[src/rtl/logic_issue.sv]
// Issue buffer in front of the 32-bit logic unit: decodes MIPS32 logical ops into
// data_a/data_b/one-hot c/rd and holds them in a 2-entry skid buffer (main + skid).
module logic_issue (
  input  logic        clk,
  input  logic        rst_n,
  input  logic        flush,
  input  logic        in_valid,
  output logic        in_ready,
  input  logic [31:0] in_instr,
  input  logic [31:0] in_rs_val,
  input  logic [31:0] in_rt_val,
  output logic        out_valid,
  input  logic        out_ready,
  output logic [31:0] out_data_a,
  output logic [31:0] out_data_b,
  output logic [3:0]  out_c,
  output logic [4:0]  out_rd,
  output logic        out_wen,
  output logic        out_unsup
);

  localparam logic [5:0] OP_SPECIAL = 6'h00;
  localparam logic [5:0] OP_ANDI    = 6'h0C;
  localparam logic [5:0] OP_ORI     = 6'h0D;
  localparam logic [5:0] OP_XORI    = 6'h0E;
  localparam logic [5:0] OP_LUI     = 6'h0F;
  localparam logic [5:0] FN_AND     = 6'h24;
  localparam logic [5:0] FN_OR      = 6'h25;
  localparam logic [5:0] FN_XOR     = 6'h26;

  localparam logic [3:0] C_OR  = 4'b0001;
  localparam logic [3:0] C_AND = 4'b0010;
  localparam logic [3:0] C_XOR = 4'b1000;

  typedef struct packed {
    logic [31:0] a;
    logic [31:0] b;
    logic [3:0]  c;
    logic [4:0]  rd;
    logic        wen;
    logic        unsup;
  } entry_t;

  typedef enum logic [1:0] {
    S_EMPTY = 2'd0,
    S_ONE   = 2'd1,
    S_TWO   = 2'd2
  } state_t;

  state_t r_state;
  entry_t r_main;
  entry_t r_skid;
  entry_t w_dec;

  logic [5:0]  w_op;
  logic [5:0]  w_funct;
  logic [15:0] w_imm;
  logic        w_accept;
  logic        w_pop;
  logic        w_unused_rs_field;

  assign w_op    = in_instr[31:26];
  assign w_funct = in_instr[5:0];
  assign w_imm   = in_instr[15:0];
  // Register numbers for rs arrive already resolved in in_rs_val.
  assign w_unused_rs_field = ^in_instr[25:21];

  // NOTE: every field gets a default before the case so no latch is inferred.
  always_comb begin
    w_dec       = '0;
    w_dec.unsup = 1'b1;
    case (w_op)
      OP_SPECIAL: begin
        if (w_funct == FN_AND || w_funct == FN_OR || w_funct == FN_XOR) begin
          w_dec.a     = in_rs_val;
          w_dec.b     = in_rt_val;
          w_dec.rd    = in_instr[15:11];
          w_dec.unsup = 1'b0;
          w_dec.c     = (w_funct == FN_AND) ? C_AND :
                        (w_funct == FN_OR)  ? C_OR  : C_XOR;
        end
      end
      OP_ANDI, OP_ORI, OP_XORI: begin
        w_dec.a     = in_rs_val;
        w_dec.b     = {16'h0000, w_imm};
        w_dec.rd    = in_instr[20:16];
        w_dec.unsup = 1'b0;
        w_dec.c     = (w_op == OP_ANDI) ? C_AND :
                      (w_op == OP_ORI)  ? C_OR  : C_XOR;
      end
      OP_LUI: begin
        // LUI runs through the unit as (imm << 16) | 0.
        w_dec.a     = {w_imm, 16'h0000};
        w_dec.b     = '0;
        w_dec.c     = C_OR;
        w_dec.rd    = in_instr[20:16];
        w_dec.unsup = 1'b0;
      end
      default: ;
    endcase
    w_dec.wen = !w_dec.unsup && (w_dec.rd != 5'd0);
  end

  assign in_ready  = (r_state != S_TWO);
  assign out_valid = (r_state != S_EMPTY);
  assign w_accept  = in_valid && in_ready;
  assign w_pop     = out_valid && out_ready;

  // NOTE: sequential state uses non-blocking assignments only.
  // NOTE: both data registers are reset because main drives the outputs, which must read zero.
  always_ff @(posedge clk or negedge rst_n) begin
    if (!rst_n) begin
      r_state <= S_EMPTY;
      r_main  <= '0;
      r_skid  <= '0;
    end else if (flush) begin
      r_state <= S_EMPTY;
    end else begin
      case (r_state)
        S_EMPTY: begin
          if (w_accept) begin
            r_main  <= w_dec;
            r_state <= S_ONE;
          end
        end
        S_ONE: begin
          if (w_accept && w_pop) begin
            r_main <= w_dec;
          end else if (w_accept) begin
            r_skid  <= w_dec;
            r_state <= S_TWO;
          end else if (w_pop) begin
            r_state <= S_EMPTY;
          end
        end
        S_TWO: begin
          if (w_pop) begin
            r_main  <= r_skid;
            r_state <= S_ONE;
          end
        end
        default: r_state <= S_EMPTY;
      endcase
    end
  end

  assign out_data_a = r_main.a;
  assign out_data_b = r_main.b;
  assign out_c      = r_main.c;
  assign out_rd     = r_main.rd;
  assign out_wen    = r_main.wen;
  assign out_unsup  = r_main.unsup;

endmodule
[config.mk]
export PLATFORM = sky130hd
export DESIGN_NAME = logic_issue
export DESIGN_NICKNAME = d
export VERILOG_FILES = /design/src/rtl/logic_issue.sv
export SDC_FILE = /design/constraint.sdc
export NUM_CORES = 1
export LEC_CHECK = 0
export BUFFER_PORTS_ARGS = -buffer_cell sky130_fd_sc_hd__buf_2
export CAP_MARGIN = 30
export CORE_MARGIN = 2
export CORE_UTILIZATION = 55
export CTS_BUF_LIST = sky130_fd_sc_hd__clkbuf_16
export DETAILED_ROUTE_END_ITERATION = 16
export HOLD_SLACK_MARGIN = 0.06
export PLACE_DENSITY = 0.93
export SLEW_MARGIN = 20
export SYNTH_ARGS = -nofsm -noshare
export SYNTH_HDL_FRONTEND = slang
export SYNTH_SLANG_ARGS = --single-unit
[constraint.sdc]
create_clock -name clk -period 3.3 [get_ports clk]
set_input_delay 0.33 -clock clk [delete_from_list [all_inputs] [get_ports clk]]
set_output_delay 0.33 -clock clk [all_outputs]
set_load 0.01 [all_outputs]
Word level (Yosys, flattened, before mapping)
Cells that the tools add are included.
{ "word_totals": {"register_bits": 152, "input_bits": 101, "out_inout_bits": 77, "elab_cells": 68} }
{ "classes": {"n_eq_ne": 17, "n_mux": 19, "bitwise_logic": 2, "n_reduce_logical": 17} }
{ "ops": {"columns": ["op", "count"], "rows": [
  ["$mux 75", 3],
  ["$pmux 75 s3", 1],
  ["$pmux 73 s3", 1],
  ["$mux 73", 1],
  ["$eq 6x4->1 const B", 4],
  ["$eq 6x6->1 const B", 3],
  ["$mux 4", 4],
  ["$mux 2", 6],
  ["$ne 3x3->1 const B", 3],
  ["$ne 2x2->1 const B", 4],
  ["$reduce_and 4->1", 2],
  ["$logic_not 6->1", 1],
  ["$pmux 2 s3", 1],
  ["$reduce_and 5->1", 1],
  ["$reduce_bool 5->1", 1],
  ["$logic_and 1x1->1", 4],
  ["$ne 4x4->1 const B", 1],
  ["$reduce_or 4->1", 1],
  ["$reduce_bool 3->1", 1],
  ["$reduce_or 3->1", 1],
  ["$eq 2x1->1 const B", 1],
  ["$eq 2x2->1 const B", 1],
  ["$logic_not 2->1", 1],
  ["$logic_or 1x1->1", 2],
  ["5 further kinds", 6]
]} }

Logic depth before layout (Yosys ltp)
{ "depth": {"word_depth": 9, "ltp_mapped": 8, "ltp_nobuf": 4} }

Least setup slack after synthesis
Ideal clock, no wire load.
{ "synth_path": {"path_kind": "input -> register", "from": "input port in_instr[26]", "to": "register r_main (netlist bit out_data_a[10])", "setup_time_ns": 0.066, "arrival_ns": 1.773, "required_ns": 3.234, "path_slack_ns": 1.460, "path_stages": 6, "path_buffers": 2, "cell_sequence": "or4_4 o32ai_4 and2b_1 buf_6 buf_12 a221o_1"} }
{ "synth_via": {"elab_chain_len": 5, "word_cells_on_any_way": 10, "classes_between": "eq/ne (4); mux (4); reduce/logical (2)"} }
{ "synth_rtl": {"columns": ["element", "line_no", "source"], "rows": [
  ["from (decl)", "9", "input logic [31:0] in_instr,"],
  ["$eq 6x4->1", "72", "case (w_op)"],
  ["$reduce_or 3->1", "72", null],
  ["$pmux 73 s3 (*)", "72", null],
  ["$mux 75 (on tied branches)", "127, 121", null],
  ["$pmux 75 s3 (*)", "119", "case (r_state)"],
  ["to (signal assigned)", "122", "r_main <= w_dec;"],
  ["to (signal assigned)", "128", "r_main <= w_dec;"],
  ["to (signal assigned)", "138", "r_main <= r_skid;"],
  ["to (decl)", "51", "entry_t r_main;"]
]} }
Mark *: on every way between the ends. The rest lies on a longest branch, timed or not. The select of a mux whose other input is x is not followed.
A chain may end at the register's enable or synchronous reset.

Worst setup path after layout
{ "layout_path": {"from": "register r_state[1]", "to": "register r_main (netlist bit out_data_a[16])"} }
{ "layout_via": {"elab_chain_len": 5, "word_cells_on_any_way": 14, "classes_between": "eq/ne (6); mux (1); reduce/logical (7)"} }
{ "layout_rtl": {"columns": ["element", "line_no", "source"], "rows": [
  ["from (decl)", "50", "state_t r_state;"],
  ["from (signal assigned)", "113", "r_state <= S_EMPTY;"],
  ["from (signal assigned)", "117", "r_state <= S_EMPTY;"],
  ["from (signal assigned)", "123", "r_state <= S_ONE;"],
  ["$ne 2x2->1 / $reduce_bool 2->1 (equally long branches)", "104, 105", null],
  ["$logic_and 1x1->1 (on tied branches)", "106, 107", null],
  ["$logic_and 1x1->1", "127", "if (w_accept && w_pop) begin"],
  ["$ne 2x2->1 (no source line)", null, null],
  ["$reduce_and 5->1 (no source line)", null, null]
]} }
Several ways; a longest one is shown, not always the timed one.

==> qor.yml <==
status: "finished, final reports clean"
nFillCells: 909
slowest_delay_ps: 630
clock_sinks: 150
dieArea_um2: 13100
synthFlopType: "dfrtp_1"
fin_ws_ps: 957
synth_seq_cells: 150
critPathCaptureType: "register"
avgSynthCellArea_um2: 9.71
async_reset_ff_share_pct: 100
syn_nets: 794
synthCells: 693
ys_types: 52
final_cell_mix: "170 x buf_2, 150 x dfrtp_1, 104 x nand2_1"
core_area_um2: 12000
drive_gt1_share_pct: 28.0
synth-compound-area-share_pct: 20.3
antenna_left: 0
cpLargestDelayFamily: "compound AO/OA/AOI/OAI gates"
wire_per_inst_um: 18.4
ff2ff_path_depth: 5
cts_htree_levels: 4
p_int_mw: 3.30
p_leak_nw: 4.10
grt_max_degree: 77
grt_use_total_pct: 29.0
r2r_start: "r_state[1]"
tightest_slew_ps: 938
synth-edff-count: 0
syn_to_final_growth_pct: 22.9
critical_path_depth: 5
crit_end: "out_data_a[16]"
path_clk_slew_ps: 70
hold_buffers: 1
p_per_area_nw_per_um2: 554
die_w_um: 115
max_cap_violations: 0
finalCritPeriodShare_pct: 71.0
p_comb_share_pct: 14.4
p_sw_share_pct: 27.9
rows: 40
cp_max_fo: 31
grt_first_pass_wirelength_um: 29800
synth_area_leaders: "dfrtp_1 56%, nand2_1 5.8%, a21oi_1 4.8%"
synth_xor_xnor_area_share_pct: 0
cts_root_buffer: "clkbuf_16"
yosys_warnings: 0
grt_pass1_vias: 5994
synth.area.mux_share_pct: 1.15
synth_top_family_by_area: "compound AO/OA/AOI/OAI gates"
cp.arrival_ps: 2660
critPathSlowestCell: "o32a_2"
switching_power_mw: 1.28
die_h_um: 115
antenna_found_initial: 1
synth_fa_ha_area_share_pct: 0
gp_congestion: 0.846
layout_commonest_cell: "buf_2"
io_pins: 178
cp.buffers_inverters: 1
final-hold-violation-count: 0
crit_chain: "mux2i_1 > o32a_2 > buf_4 > a21oi_1 > o22ai_1"
grt.overflow.total: 0
slew_headroom_pct: 37.4
syn_area_um2: 6730
postCtsSetupBuffers: 0
crit_path_start: "r_state[1]"
nNetsFinal: 945
period_minus_slack_ps: 2340
drtIter0Drc: 638
vias: 6171
crit_required_ps: 3610
synth_top_area_share_pct: 55.8
rsz0062_at_grt: "false"
cts_buffers: 17
preCtsSetupSlack_ps: 964
yosysTopAreaCell: "dfrtp_1"
finalSetupTns_ps: 0
reg2reg_to: "out_data_a[16]"
setup_violations: 0
ir_worst_vdd_mv: 0.306
p_seq_share_pct: 45.7
viasPerCell: 6.14
synth-simple-area-share_pct: 18.3
insertion_delay_ps: 420
fmax_mhz: 427
min_path_type: "input port to register"
maxSlewViolCount: 0
drt-pass1-iter-count: 5
worstSetupPathType: "register to register"
cts_resized: 0
hold_depth: 2
wirelength_um: 18500
skew_ps: 6.16
drc: 0
startpoint_type: "register"
port_buffers: 171
clockBufferDepth: 2
hpwlAfterDp_um: 12000
ys_seq_area_share_pct: 55.8
ff2ff_setup_slack_ps: 960
tritoncts: "yes"
initial_core_util_pct: 56.3
clkPwrFrac_pct: 39.8
## per-layer routing
layer  GRT usage [%]  vias to the layer above  routed length [um]
li1                -                     2804                   -
met1            38.5                     2971                7440
met2            46.2                      348                8900
met3            6.62                       48                1630
met4            12.0                        0                 491
met5               0                        -                   0
## worst register-to-register path, delay by kind of cell, from the launching register on
family | cells | cell delay [ps]
muxes | 1 | 410
buffers and inverters | 1 | 440
AOI/OAI and AO/OA | 3 | 950
DFF | 1 | 450
## state kept, by name (all words and copies together) (netlist names)
signal,count
r_state,2
r_skid,74
out_wen,1
out_data_b,32
out_c,3
out_unsup,1
out_data_a,32
out_rd,5
## worst min-delay path by stage
stage                     startpoint             end  slack, ps
final                      out_ready      r_state[1]        140
after global routing       out_ready      r_state[1]        130
after CTS                  out_ready      r_state[1]        130
after detailed placement       rst_n  out_data_a[21]        400
after global placement         rst_n  out_data_a[21]        400
after floorplan                rst_n        out_c[0]         30
## cell families (layout without fill, tap and decap cells)
group,count (synthesis),in the layout
flip-flops,150,150
AND/OR/NAND/NOR,265,265
other,1,2
buffers and inverters,61,225
multiplexers,7,7
AO/OA/AOI/OAI,209,209
## metrics by stage
step	area [um2]	hold WS [ps]	std cells	power (mW)	util, %
after detailed placement	7700	403	971	2.78	64.4
after CTS	8270	125	1004	4.60	69.1
after global routing	8270	132	1005	4.77	69.1
after global placement	7700	404	971	2.75	64.4
after floorplan	6730	34.4	693	2.44	-
final	8270	141	1005	4.58	69.1
## power groups by stage
stage	clock (mW)	combinational [mW]	sequential (mW)
final	1.82	0.661	2.09
after floorplan	0	0.273	2.17
after global routing	1.93	0.728	2.11
after CTS	1.84	0.662	2.09
after global placement	0	0.639	2.12
after detailed placement	0	0.654	2.12
## final cells by class
| type | count | area [um2] | share of cell area (%) |
|---|---|---|---|
| well taps | 147 | 184 | 2.22 |
| flip-flops and latches | 150 | 3750 | 45.4 |
| repair buffers | 192 | 1050 | 12.7 |
| multi-input cells | 482 | 2720 | 32.9 |
| clock buffers | 17 | 425 | 5.14 |
| diodes | 1 | 2.50 | 0.0303 |
| inverters | 1 | 3.75 | 0.0454 |
| clock inverters | 15 | 131 | 1.59 |
## synth_stat cells, types with 5 or more instances
library cell / number
a21oi_1: 65
a221o_1: 21
a22o_1: 5
a22oi_1: 27
and3_1: 24
buf_2: 12
clkbuf_1: 40
dfrtp_1: 150
mux2_2: 6
nand2_1: 104
nand3_1: 49
nor2_1: 59
o21ai_0: 14
o21ai_1: 28
o22ai_1: 31
(Power assumes the default switching activity.)
